<file path="config.mk">
export PLATFORM = sky130hd
export DESIGN_NAME = audio_stream_controller
export DESIGN_NICKNAME = d
export VERILOG_FILES = /design/src/rtl/audio_stream_pkg.sv /design/src/rtl/audio_sample_fifo.sv /design/src/rtl/audio_stream_controller.sv
export SDC_FILE = /design/constraint.sdc
export NUM_CORES = 1
export LEC_CHECK = 0
export BUFFER_PORTS_ARGS = -buffer_cell sky130_fd_sc_hd__buf_2
export CORE_ASPECT_RATIO = 0.7
export CORE_MARGIN = 4
export CORE_UTILIZATION = 60
export CTS_BUF_LIST = sky130_fd_sc_hd__clkbuf_8
export CTS_CLUSTER_SIZE = 16
export DETAILED_ROUTE_END_ITERATION = 16
export PLACE_DENSITY = 0.87
export SLEW_MARGIN = 0
export SYNTH_ARGS = -nofsm -noshare
export SYNTH_HDL_FRONTEND = slang
export SYNTH_HIERARCHICAL = 1
export SYNTH_SLANG_ARGS = --single-unit
</file>
<file path="constraint.sdc">
create_clock -name i_clock -period 4.9 [get_ports i_clock]
set_input_delay 0.245 -clock i_clock [delete_from_list [all_inputs] [get_ports i_clock]]
set_output_delay 0.245 -clock i_clock [all_outputs]
set_load 0.05 [all_outputs]
</file>
<file path="src/rtl/audio_stream_pkg.sv">
`default_nettype none
// ============================================================================
// Module      : audio_stream_pkg
// Description : Shared definitions for the audio stream controller: register
//               indices, CTRL/STATUS bit positions, sequencer state encoding
//               and the optional volume scaling helper.
// Revision    : 1.0 - initial release
// ============================================================================
package audio_stream_pkg;

    // Register map (bus address index)
    localparam logic [2:0] REG_CTRL      = 3'd0;
    localparam logic [2:0] REG_STATUS    = 3'd1;
    localparam logic [2:0] REG_DATA      = 3'd2;
    localparam logic [2:0] REG_RELOAD    = 3'd3;
    localparam logic [2:0] REG_THRESHOLD = 3'd4;
    localparam logic [2:0] REG_UNDERRUN  = 3'd5;
    localparam logic [2:0] REG_VOLUME    = 3'd6;
    localparam logic [2:0] REG_RESERVED  = 3'd7;

    // CTRL bits
    localparam int CTRL_ENABLE_BIT = 0;
    localparam int CTRL_FLUSH_BIT  = 1;

    // STATUS bits (fill level occupies [15:0])
    localparam int STATUS_EMPTY_BIT    = 16;
    localparam int STATUS_FULL_BIT     = 17;
    localparam int STATUS_UNDERRUN_BIT = 18;
    localparam int STATUS_OVERFLOW_BIT = 19;

    // Sequencer states
    localparam logic [1:0] ST_IDLE    = 2'd0;
    localparam logic [1:0] ST_RUN     = 2'd1;
    localparam logic [1:0] ST_STARVED = 2'd2;

    // (sample * (volume + 1)) >>> 8, signed. The magnitude never exceeds 2^23,
    // so a 26-bit product is exact and bits [23:8] are the shifted result.
    function automatic logic [15:0] scale_sample(input logic [15:0] sample,
                                                 input logic [7:0]  volume);
        logic signed [25:0] a;
        logic signed [25:0] b;
        logic signed [25:0] product;
        a       = {{10{sample[15]}}, sample};
        b       = {18'd0, volume} + 26'd1;
        product = a * b;
        return product[23:8];
    endfunction

endpackage : audio_stream_pkg
`default_nettype wire

</file>
<file path="src/rtl/audio_sample_fifo.sv">
`default_nettype none
// ============================================================================
// Module      : audio_sample_fifo
// Description : Single-clock sample FIFO with push, pop and flush. Flush wins
//               over push/pop; a push into a full FIFO succeeds only when a
//               pop happens in the same cycle.
// Ports       : clk, rst (async, active-high)
//               push, push_data  - write side
//               pop, head        - read side (head is the current oldest entry)
//               flush            - empty the FIFO
//               level, empty, full - occupancy
// Revision    : 1.0 - initial release
// ============================================================================
module audio_sample_fifo #(
    parameter int DEPTH_LOG2 = 6,
    parameter int WIDTH      = 16
) (
    input  logic                  clk,
    input  logic                  rst,
    input  logic                  push,
    input  logic [WIDTH-1:0]      push_data,
    input  logic                  pop,
    input  logic                  flush,
    output logic [WIDTH-1:0]      head,
    output logic [DEPTH_LOG2:0]   level,
    output logic                  empty,
    output logic                  full
);

    localparam int DEPTH = 1 << DEPTH_LOG2;

    logic [WIDTH-1:0]      r_mem [DEPTH];
    logic [DEPTH_LOG2-1:0] r_wr_ptr;
    logic [DEPTH_LOG2-1:0] r_rd_ptr;
    logic [DEPTH_LOG2:0]   r_level;
    logic                  w_do_push;
    logic                  w_do_pop;

    // Level never exceeds DEPTH, so its MSB alone marks "full".
    assign empty = (r_level == '0);
    assign full  = r_level[DEPTH_LOG2];
    assign level = r_level;
    assign head  = r_mem[r_rd_ptr];

    assign w_do_pop  = pop  & ~flush & ~empty;
    assign w_do_push = push & ~flush & (~full | w_do_pop);

    always_ff @(posedge clk or posedge rst) begin
        if (rst) begin
            r_wr_ptr <= '0;
            r_rd_ptr <= '0;
            r_level  <= '0;
        end else if (flush) begin
            r_wr_ptr <= '0;
            r_rd_ptr <= '0;
            r_level  <= '0;
        end else begin
            if (w_do_push) r_wr_ptr <= r_wr_ptr + 1'b1;
            if (w_do_pop)  r_rd_ptr <= r_rd_ptr + 1'b1;
            case ({w_do_push, w_do_pop})
                2'b10:   r_level <= r_level + 1'b1;
                2'b01:   r_level <= r_level - 1'b1;
                default: r_level <= r_level;
            endcase
        end
    end

    // Storage needs no reset; occupancy is tracked by the pointers.
    always_ff @(posedge clk) begin
        if (w_do_push) r_mem[r_wr_ptr] <= push_data;
    end

endmodule : audio_sample_fifo
`default_nettype wire

</file>
<file path="src/rtl/audio_stream_controller.sv">
`default_nettype none
// ============================================================================
// Module      : audio_stream_controller
// Description : Bus-mapped sequencer for the PWM audio stage. Buffers samples
//               written by the CPU, hands one sample to the PWM stage per
//               consume strobe (i_pwm_busy low), owns the reload register and
//               raises a level low-watermark interrupt.
// Ports       : i_clock, i_reset (async, active-high)
//               i_request/i_rw/i_address/i_wdata -> o_rdata/o_ready : bus
//               o_interrupt : enable & (level <= THRESHOLD), registered
//               o_sample, o_reload : to PWM stage; i_pwm_busy : consume strobe
// Options     : AUDIO_STREAM_VOLUME_EN - adds VOLUME register (index 6) and a
//               scaling pipeline stage in front of o_sample.
// Revision    : 1.0 - initial release
// ============================================================================
module audio_stream_controller
    import audio_stream_pkg::*;
#(
    parameter int          FIFO_DEPTH_LOG2 = 6,
    parameter logic [31:0] DEFAULT_RELOAD  = 32'd2268
) (
    input  logic        i_clock,
    input  logic        i_reset,
    input  logic        i_request,
    input  logic        i_rw,
    input  logic [2:0]  i_address,
    input  logic [31:0] i_wdata,
    output logic [31:0] o_rdata,
    output logic        o_ready,
    output logic        o_interrupt,
    output logic [15:0] o_sample,
    output logic [31:0] o_reload,
    input  logic        i_pwm_busy
);

    // Registered state
    logic [31:0] r_rdata;
    logic        r_ready;
    logic        r_interrupt;
    logic [15:0] r_sample;
    logic [31:0] r_reload;
    logic        r_enable;
    logic [15:0] r_threshold;
    logic [31:0] r_underrun_cnt;
    logic        r_underrun_sticky;
    logic        r_overflow_sticky;
    logic [1:0]  r_state;

    // Bus decode
    logic        w_accept;
    logic        w_wr;
    logic        w_rd;
    logic        w_ctrl_wr;
    logic        w_data_wr;
    logic        w_reload_wr;
    logic        w_thresh_wr;
    logic        w_underrun_wr;
    logic        w_status_rd;
    logic [31:0] w_read_value;
    logic [31:0] w_volume_rd;

    // FIFO / sequencer
    logic                     w_flush;
    logic                     w_consume;
    logic                     w_pop;
    logic                     w_underrun;
    logic                     w_overflow;
    logic [15:0]              w_head;
    logic [FIFO_DEPTH_LOG2:0] w_level;
    logic [15:0]              w_level_ext;
    logic                     w_empty;
    logic                     w_full;
    logic                     w_load;
    logic [15:0]              w_next_sample;

    assign o_rdata     = r_rdata;
    assign o_ready     = r_ready;
    assign o_interrupt = r_interrupt;
    assign o_sample    = r_sample;
    assign o_reload    = r_reload;

    // An access is taken on the first cycle the request is seen; the ready
    // cycle itself never starts a second access.
    assign w_accept      = i_request & ~r_ready;
    assign w_wr          = w_accept &  i_rw;
    assign w_rd          = w_accept & ~i_rw;
    assign w_ctrl_wr     = w_wr && (i_address == REG_CTRL);
    assign w_data_wr     = w_wr && (i_address == REG_DATA);
    assign w_reload_wr   = w_wr && (i_address == REG_RELOAD);
    assign w_thresh_wr   = w_wr && (i_address == REG_THRESHOLD);
    assign w_underrun_wr = w_wr && (i_address == REG_UNDERRUN);
    assign w_status_rd   = w_rd && (i_address == REG_STATUS);

    assign w_flush     = w_ctrl_wr & i_wdata[CTRL_FLUSH_BIT];
    assign w_level_ext = 16'(w_level);

    // Consume strobes only count while enabled and streaming.
    assign w_consume  = ~i_pwm_busy & r_enable &
                        ((r_state == ST_RUN) | (r_state == ST_STARVED));
    assign w_pop      = w_consume & ~w_empty & ~w_flush;
    assign w_underrun = w_consume &  w_empty;
    assign w_overflow = w_data_wr &  w_full & ~w_pop;

    audio_sample_fifo #(
        .DEPTH_LOG2 (FIFO_DEPTH_LOG2),
        .WIDTH      (16)
    ) u_fifo (
        .clk       (i_clock),
        .rst       (i_reset),
        .push      (w_data_wr),
        .push_data (i_wdata[15:0]),
        .pop       (w_pop),
        .flush     (w_flush),
        .head      (w_head),
        .level     (w_level),
        .empty     (w_empty),
        .full      (w_full)
    );

    always_comb begin
        w_read_value = 32'd0;
        case (i_address)
            REG_CTRL:      w_read_value = {31'd0, r_enable};
            REG_STATUS: begin
                w_read_value[15:0]                = w_level_ext;
                w_read_value[STATUS_EMPTY_BIT]    = w_empty;
                w_read_value[STATUS_FULL_BIT]     = w_full;
                w_read_value[STATUS_UNDERRUN_BIT] = r_underrun_sticky;
                w_read_value[STATUS_OVERFLOW_BIT] = r_overflow_sticky;
            end
            REG_RELOAD:    w_read_value = r_reload;
            REG_THRESHOLD: w_read_value = {16'd0, r_threshold};
            REG_UNDERRUN:  w_read_value = r_underrun_cnt;
            REG_VOLUME:    w_read_value = w_volume_rd;
            default:       w_read_value = 32'd0;
        endcase
    end

    // Value headed for o_sample this cycle (before any volume stage).
    always_comb begin
        w_load        = 1'b0;
        w_next_sample = 16'd0;
        if (!r_enable) begin
            w_load = 1'b1;
        end else if (w_pop) begin
            w_load        = 1'b1;
            w_next_sample = w_head;
        end else if (w_underrun) begin
            w_load = 1'b1;
        end
    end

    always_ff @(posedge i_clock or posedge i_reset) begin
        if (i_reset) begin
            r_rdata           <= 32'd0;
            r_ready           <= 1'b0;
            r_interrupt       <= 1'b0;
            r_reload          <= DEFAULT_RELOAD;
            r_enable          <= 1'b0;
            r_threshold       <= 16'd0;
            r_underrun_cnt    <= 32'd0;
            r_underrun_sticky <= 1'b0;
            r_overflow_sticky <= 1'b0;
            r_state           <= ST_IDLE;
        end else begin
            r_ready <= w_accept;
            if (w_accept) r_rdata <= w_rd ? w_read_value : 32'd0;

            if (w_ctrl_wr)   r_enable    <= i_wdata[CTRL_ENABLE_BIT];
            if (w_reload_wr) r_reload    <= i_wdata;
            if (w_thresh_wr) r_threshold <= i_wdata[15:0];

            if (w_underrun_wr)
                r_underrun_cnt <= 32'd0;
            else if (w_underrun && (r_underrun_cnt != 32'hFFFF_FFFF))
                r_underrun_cnt <= r_underrun_cnt + 32'd1;

            // A new event in the same cycle as the clearing read survives.
            if (w_underrun && (r_state == ST_RUN))
                r_underrun_sticky <= 1'b1;
            else if (w_status_rd)
                r_underrun_sticky <= 1'b0;

            if (w_overflow)
                r_overflow_sticky <= 1'b1;
            else if (w_status_rd)
                r_overflow_sticky <= 1'b0;

            r_interrupt <= r_enable && (w_level_ext <= r_threshold);

            if (!r_enable) begin
                r_state <= ST_IDLE;
            end else begin
                case (r_state)
                    ST_IDLE:    r_state <= ST_RUN;
                    ST_RUN:     if (w_underrun) r_state <= ST_STARVED;
                    ST_STARVED: if (w_pop)      r_state <= ST_RUN;
                    default:    r_state <= ST_IDLE;
                endcase
            end
        end
    end

`ifdef AUDIO_STREAM_VOLUME_EN
    logic [7:0]  r_volume;
    logic        r_pipe_load;
    logic [15:0] r_pipe_sample;

    assign w_volume_rd = {24'd0, r_volume};

    // One extra stage: capture the selected sample, then scale into o_sample.
    always_ff @(posedge i_clock or posedge i_reset) begin
        if (i_reset) begin
            r_volume      <= 8'hFF;
            r_pipe_load   <= 1'b0;
            r_pipe_sample <= 16'd0;
            r_sample      <= 16'd0;
        end else begin
            if (w_wr && (i_address == REG_VOLUME)) r_volume <= i_wdata[7:0];
            r_pipe_load   <= w_load;
            r_pipe_sample <= w_next_sample;
            if (r_pipe_load) r_sample <= scale_sample(r_pipe_sample, r_volume);
        end
    end
`else
    assign w_volume_rd = 32'd0;

    always_ff @(posedge i_clock or posedge i_reset) begin
        if (i_reset) begin
            r_sample <= 16'd0;
        end else if (w_load) begin
            r_sample <= w_next_sample;
        end
    end
`endif

endmodule : audio_stream_controller
`default_nettype wire
</file>
==> results.sh <==
export IMPL_status="completed"
export IMPL_tightest_slew_ns=1.35
export IMPL_synth_cells=2492
export IMPL_ctsRootBufferMaster="sky130_fd_sc_hd__clkbuf_8"
export IMPL_core_area_sq_mm=0.0773
export IMPL_floorplan_die_height_um=242
export IMPL_drtAntennaViolNets=0
export IMPL_synth_ff_latch_count=1178
export IMPL_rows=85
export IMPL_dpl_hpwl_um=70700
export IMPL_grt_setup_unrepaired="no"
export IMPL_dominantRegCellSynth="sky130_fd_sc_hd__edfxtp_1"
export IMPL_clock_insertion_delay_worst_skew_ns=0.84
export IMPL_syn_mean_instance_area_sq_um=18.9
export IMPL_timing_max_slew_rel_slack_pct=9.45
export IMPL_timing_setup_tns_ns=0
export IMPL_grt_pass1_wl_um=176000
export IMPL_global_route_usage_total_pct=28.7
export IMPL_antenna_violations_before_repair=6
export IMPL_post_synth_top_area_fraction_pct=65.2
export IMPL_synth_seq_area_share_pct=73.4
export IMPL_post_cts_resized_instances=0
export IMPL_max_cap_violations=0
export IMPL_syn_nets=2551
export IMPL_drt_initial_violations=4227
export IMPL_setup_slack_ns=0.646
export IMPL_io_pins=122
export IMPL_gp_congestion=0.945
export IMPL_fin_worst_skew_ns=0.0368
export IMPL_clk_pin_slew_ns=0.07
export IMPL_timing_critical_path_from_type="flop"
export IMPL_area_sequential_sq_mm=0.0346
export IMPL_unique_masters_post_synth=66
export IMPL_layout_common_cells="1,024 x sky130_fd_sc_hd__edfxtp_1, 250 x sky130_fd_sc_hd__mux4_2, 170 x sky130_fd_sc_hd__clkbuf_8, 144 x sky130_fd_sc_hd__dfrtp_1"
export IMPL_irDropWorstVdd_mv=0.298
export IMPL_routed_wl_um=118000
export IMPL_dr_total_vias=26800
export IMPL_pwr_share_clk_pct=31.6
export IMPL_final_core_utilization_pct=67.9
export IMPL_critical_path_class="reg2reg"
export IMPL_power_density_cell_area_mw_per_mm2=432
export IMPL_synth_async_reset_ratio_pct=13.1
export IMPL_dieArea_sq_mm=0.0832
export IMPL_routed_via_density=6.81
export IMPL_setup_viol_count_final=0
export IMPL_synth_area_leaders="sky130_fd_sc_hd__edfxtp_1 65%, sky130_fd_sc_hd__mux4_2 12%, sky130_fd_sc_hd__dfrtp_1 7.9%, sky130_fd_sc_hd__mux2i_1 1.5%, sky130_fd_sc_hd__mux2_2 1.1%"
export IMPL_buffers_inserted_during_post_cts_setup_optimization=0
export IMPL_num_fill_cells=4529
export IMPL_fp_dieW_um=343
export IMPL_report_power_total_uw=22700
export IMPL_worst_path_max_fanout=8
export IMPL_yosysWarnings=6
export IMPL_route_detailed_drc=0
export IMPL_achievable_frequency_mhz=235
export IMPL_overflow=0
export IMPL_p_sw_share_pct=27.6
export IMPL_clock_tree_buffer_depth=3
export IMPL_period_share_pct=86.8
export IMPL_critical_path_arrival_ns=4.96
export IMPL_pin_count_of_the_biggest_net_entering_global_routing=104
export IMPL_yosysTopAreaCell="sky130_fd_sc_hd__edfxtp_1"
export IMPL_cell_area_after_technology_mapping_sq_mm=0.0471
export IMPL_floorplan_initialDensity_pct=61.0
export IMPL_timing_critical_path_required_ns=5.61
export IMPL_final_net_count=2827
export IMPL_tritoncts_buffers=159
export IMPL_synth_edff_count=1024
export IMPL_internal_power_uw=16400
export IMPL_htree_num_levels=4
export IMPL_drt_wirelength_per_cell_um=30.1
export IMPL_part_of_the_total_power_dissipated_in_combinational_logic_pct=18.1
export IMPL_cts_tree="yes"
export IMPL_portion_of_total_power_attributed_to_sequential_cells_pct=50.3
export IMPL_cp_end_kind="flop"
export IMPL_total_of_buffers_placed_on_input_and_output_ports=121
export IMPL_drt_pass1_iterations=6
export IMPL_total_leakage_power_uw=0.0174
export IMPL_timing_max_transition_violations_final=0
export IMPL_net_switching_power_uw=6270
export IMPL_area_growth_pct=11.4
export IMPL_hp_class="in2reg"
export IMPL_numClockSinks=1178
export IMPL_layout_cells_most_common="sky130_fd_sc_hd__edfxtp_1"
export IMPL_first_global_vias=26600
export IMPL_final_critical_delay_including_setup_and_external_delays_ns=4.25
export IMPL_post_cts_hold_buffer_count=25
export IMPL_dp_slack_ns=0.720
export IMPL_timing_hold_violations_final=0
export IMPL_final_layout_size_suffix_gt1_share_pct=26.5
export IMPL_multi_input_area_sq_mm=0.0117
==> cell usage after synthesis, types with 21 or more instances <==
cell                       number
sky130_fd_sc_hd__a21oi_1       42
sky130_fd_sc_hd__nor2b_1       47
sky130_fd_sc_hd__a211oi_1      55
sky130_fd_sc_hd__mux2_2        48
sky130_fd_sc_hd__or3_1         29
sky130_fd_sc_hd__nand3_1       37
sky130_fd_sc_hd__nand2_1       83
sky130_fd_sc_hd__edfxtp_1    1024
sky130_fd_sc_hd__nor2_1       120
sky130_fd_sc_hd__mux2i_1       70
sky130_fd_sc_hd__a211o_1       25
sky130_fd_sc_hd__clkbuf_1      67
sky130_fd_sc_hd__a22o_1        35
sky130_fd_sc_hd__o21ai_0       70
sky130_fd_sc_hd__dfrtp_1      148
sky130_fd_sc_hd__a22oi_1       39
sky130_fd_sc_hd__mux4_2       250
sky130_fd_sc_hd__buf_2         37
sky130_fd_sc_hd__inv_1         21
==> cells by family (layout without fill, tap and decap cells) <==
kind of cell / after synthesis / after routing / share of synthesized area [%]
compound gates: 335 / 335 / 4.90
xor+xnor: 15 / 15 / 0.319
fa+ha+maj: 19 / 19 / 0.520
buf+inv: 170 / 564 / 1.85
flops: 1178 / 1178 / 73.4
mux: 372 / 372 / 14.7
other cells: 0 / 1 / 0
simple gates: 403 / 403 / 4.29
==> final timing paths <==
check / startpoint / end / slack [ns] / depth (start not counted)
worst max-delay path: u_fifo/level[6]$_DFFE_PP0P_ / u_fifo/level[6]$_DFFE_PP0P_ / 0.65 / 14
worst min-delay path: i_wdata[12] / u_fifo/r_mem[6][12]$_DFFE_PP_ / 0.12 / 1
worst max register to register: u_fifo/level[6]$_DFFE_PP0P_ / u_fifo/level[6]$_DFFE_PP0P_ / 0.65 / 14
worst min register to register: o_rdata[1]$_DFFE_PP0N_ / o_rdata[1]$_DFFE_PP0N_ / 0.48 / 2
max in group asynchronous: i_reset / r_threshold[10]$_DFFE_PP0P_ / 3.56 / 4
min in group asynchronous: i_reset / u_fifo/r_rd_ptr[4]$_DFFE_PP0P_ / 0.16 / 3
==> registers in the layout (all words and copies together), names as in the netlist, 2 cells and up <==
register,cells
u_fifo/r_wr_ptr,6
u_fifo/r_mem,1024
u_fifo/level,7
u_fifo/r_rd_ptr,6
r_underrun_cnt,32
o_reload,32
r_state,2
o_sample,16
r_threshold,16
o_rdata,32
==> power by group through the flow <==
stage,registers [uW],clock network [uW],logic (uW)
CTS,11400,7220,4080
global placement,11600,0,3910
floorplan,11700,0,2770
finish,11400,7160,4100
detailed placement,11600,0,4040
global route,11400,7720,4320
==> final cells by class <==
type	instances	area share, %
Tap cell	1044	2.49
Timing Repair Buffer	264	3.49
Inverter	21	0.160
Clock inverter	109	1.22
Multi-Input combinational cell	1144	22.2
Clock buffer	170	4.46
Antenna cell	1	0.00477
Sequential cell	1178	66.0
==> per-stage QoR <==
stage | hold WS, ns | area [sq um] | std cells
floorplan | 0.196 | 47100 | 2492
global route | 0.114 | 52500 | 3930
global placement | 0.462 | 49300 | 3626
finish | 0.118 | 52500 | 3931
CTS | 0.0613 | 52500 | 3930
detailed placement | 0.465 | 49300 | 3626
==> worst max-delay path, cell delays in order (launching register included) <==
cell,delay [ns]
sky130_fd_sc_hd__dfrtp_1,0.51
sky130_fd_sc_hd__or4_1,0.20
sky130_fd_sc_hd__nor4_1,0.07
sky130_fd_sc_hd__buf_4,0.16
sky130_fd_sc_hd__or4b_2,0.64
sky130_fd_sc_hd__a41oi_2,0.25
sky130_fd_sc_hd__o41a_1,0.20
sky130_fd_sc_hd__buf_4,0.19
sky130_fd_sc_hd__and3_1,0.34
sky130_fd_sc_hd__ha_1,0.34
sky130_fd_sc_hd__a211oi_1,0.31
sky130_fd_sc_hd__o21bai_1,0.12
sky130_fd_sc_hd__a21oi_1,0.21
sky130_fd_sc_hd__mux2i_1,0.23
sky130_fd_sc_hd__mux2_2,0.36
==> routing by layer <==
layer | share of wire, % | GRT usage, % | up-vias
met4 | 3.3 | 9.20 | 6
li1 | - | - | 10700
met2 | 46 | 42.5 | 2136
met5 | 0.024 | 0 | -
met1 | 36 | 40.1 | 13600
met3 | 15 | 11.1 | 338
(Power assumes the default switching activity.)
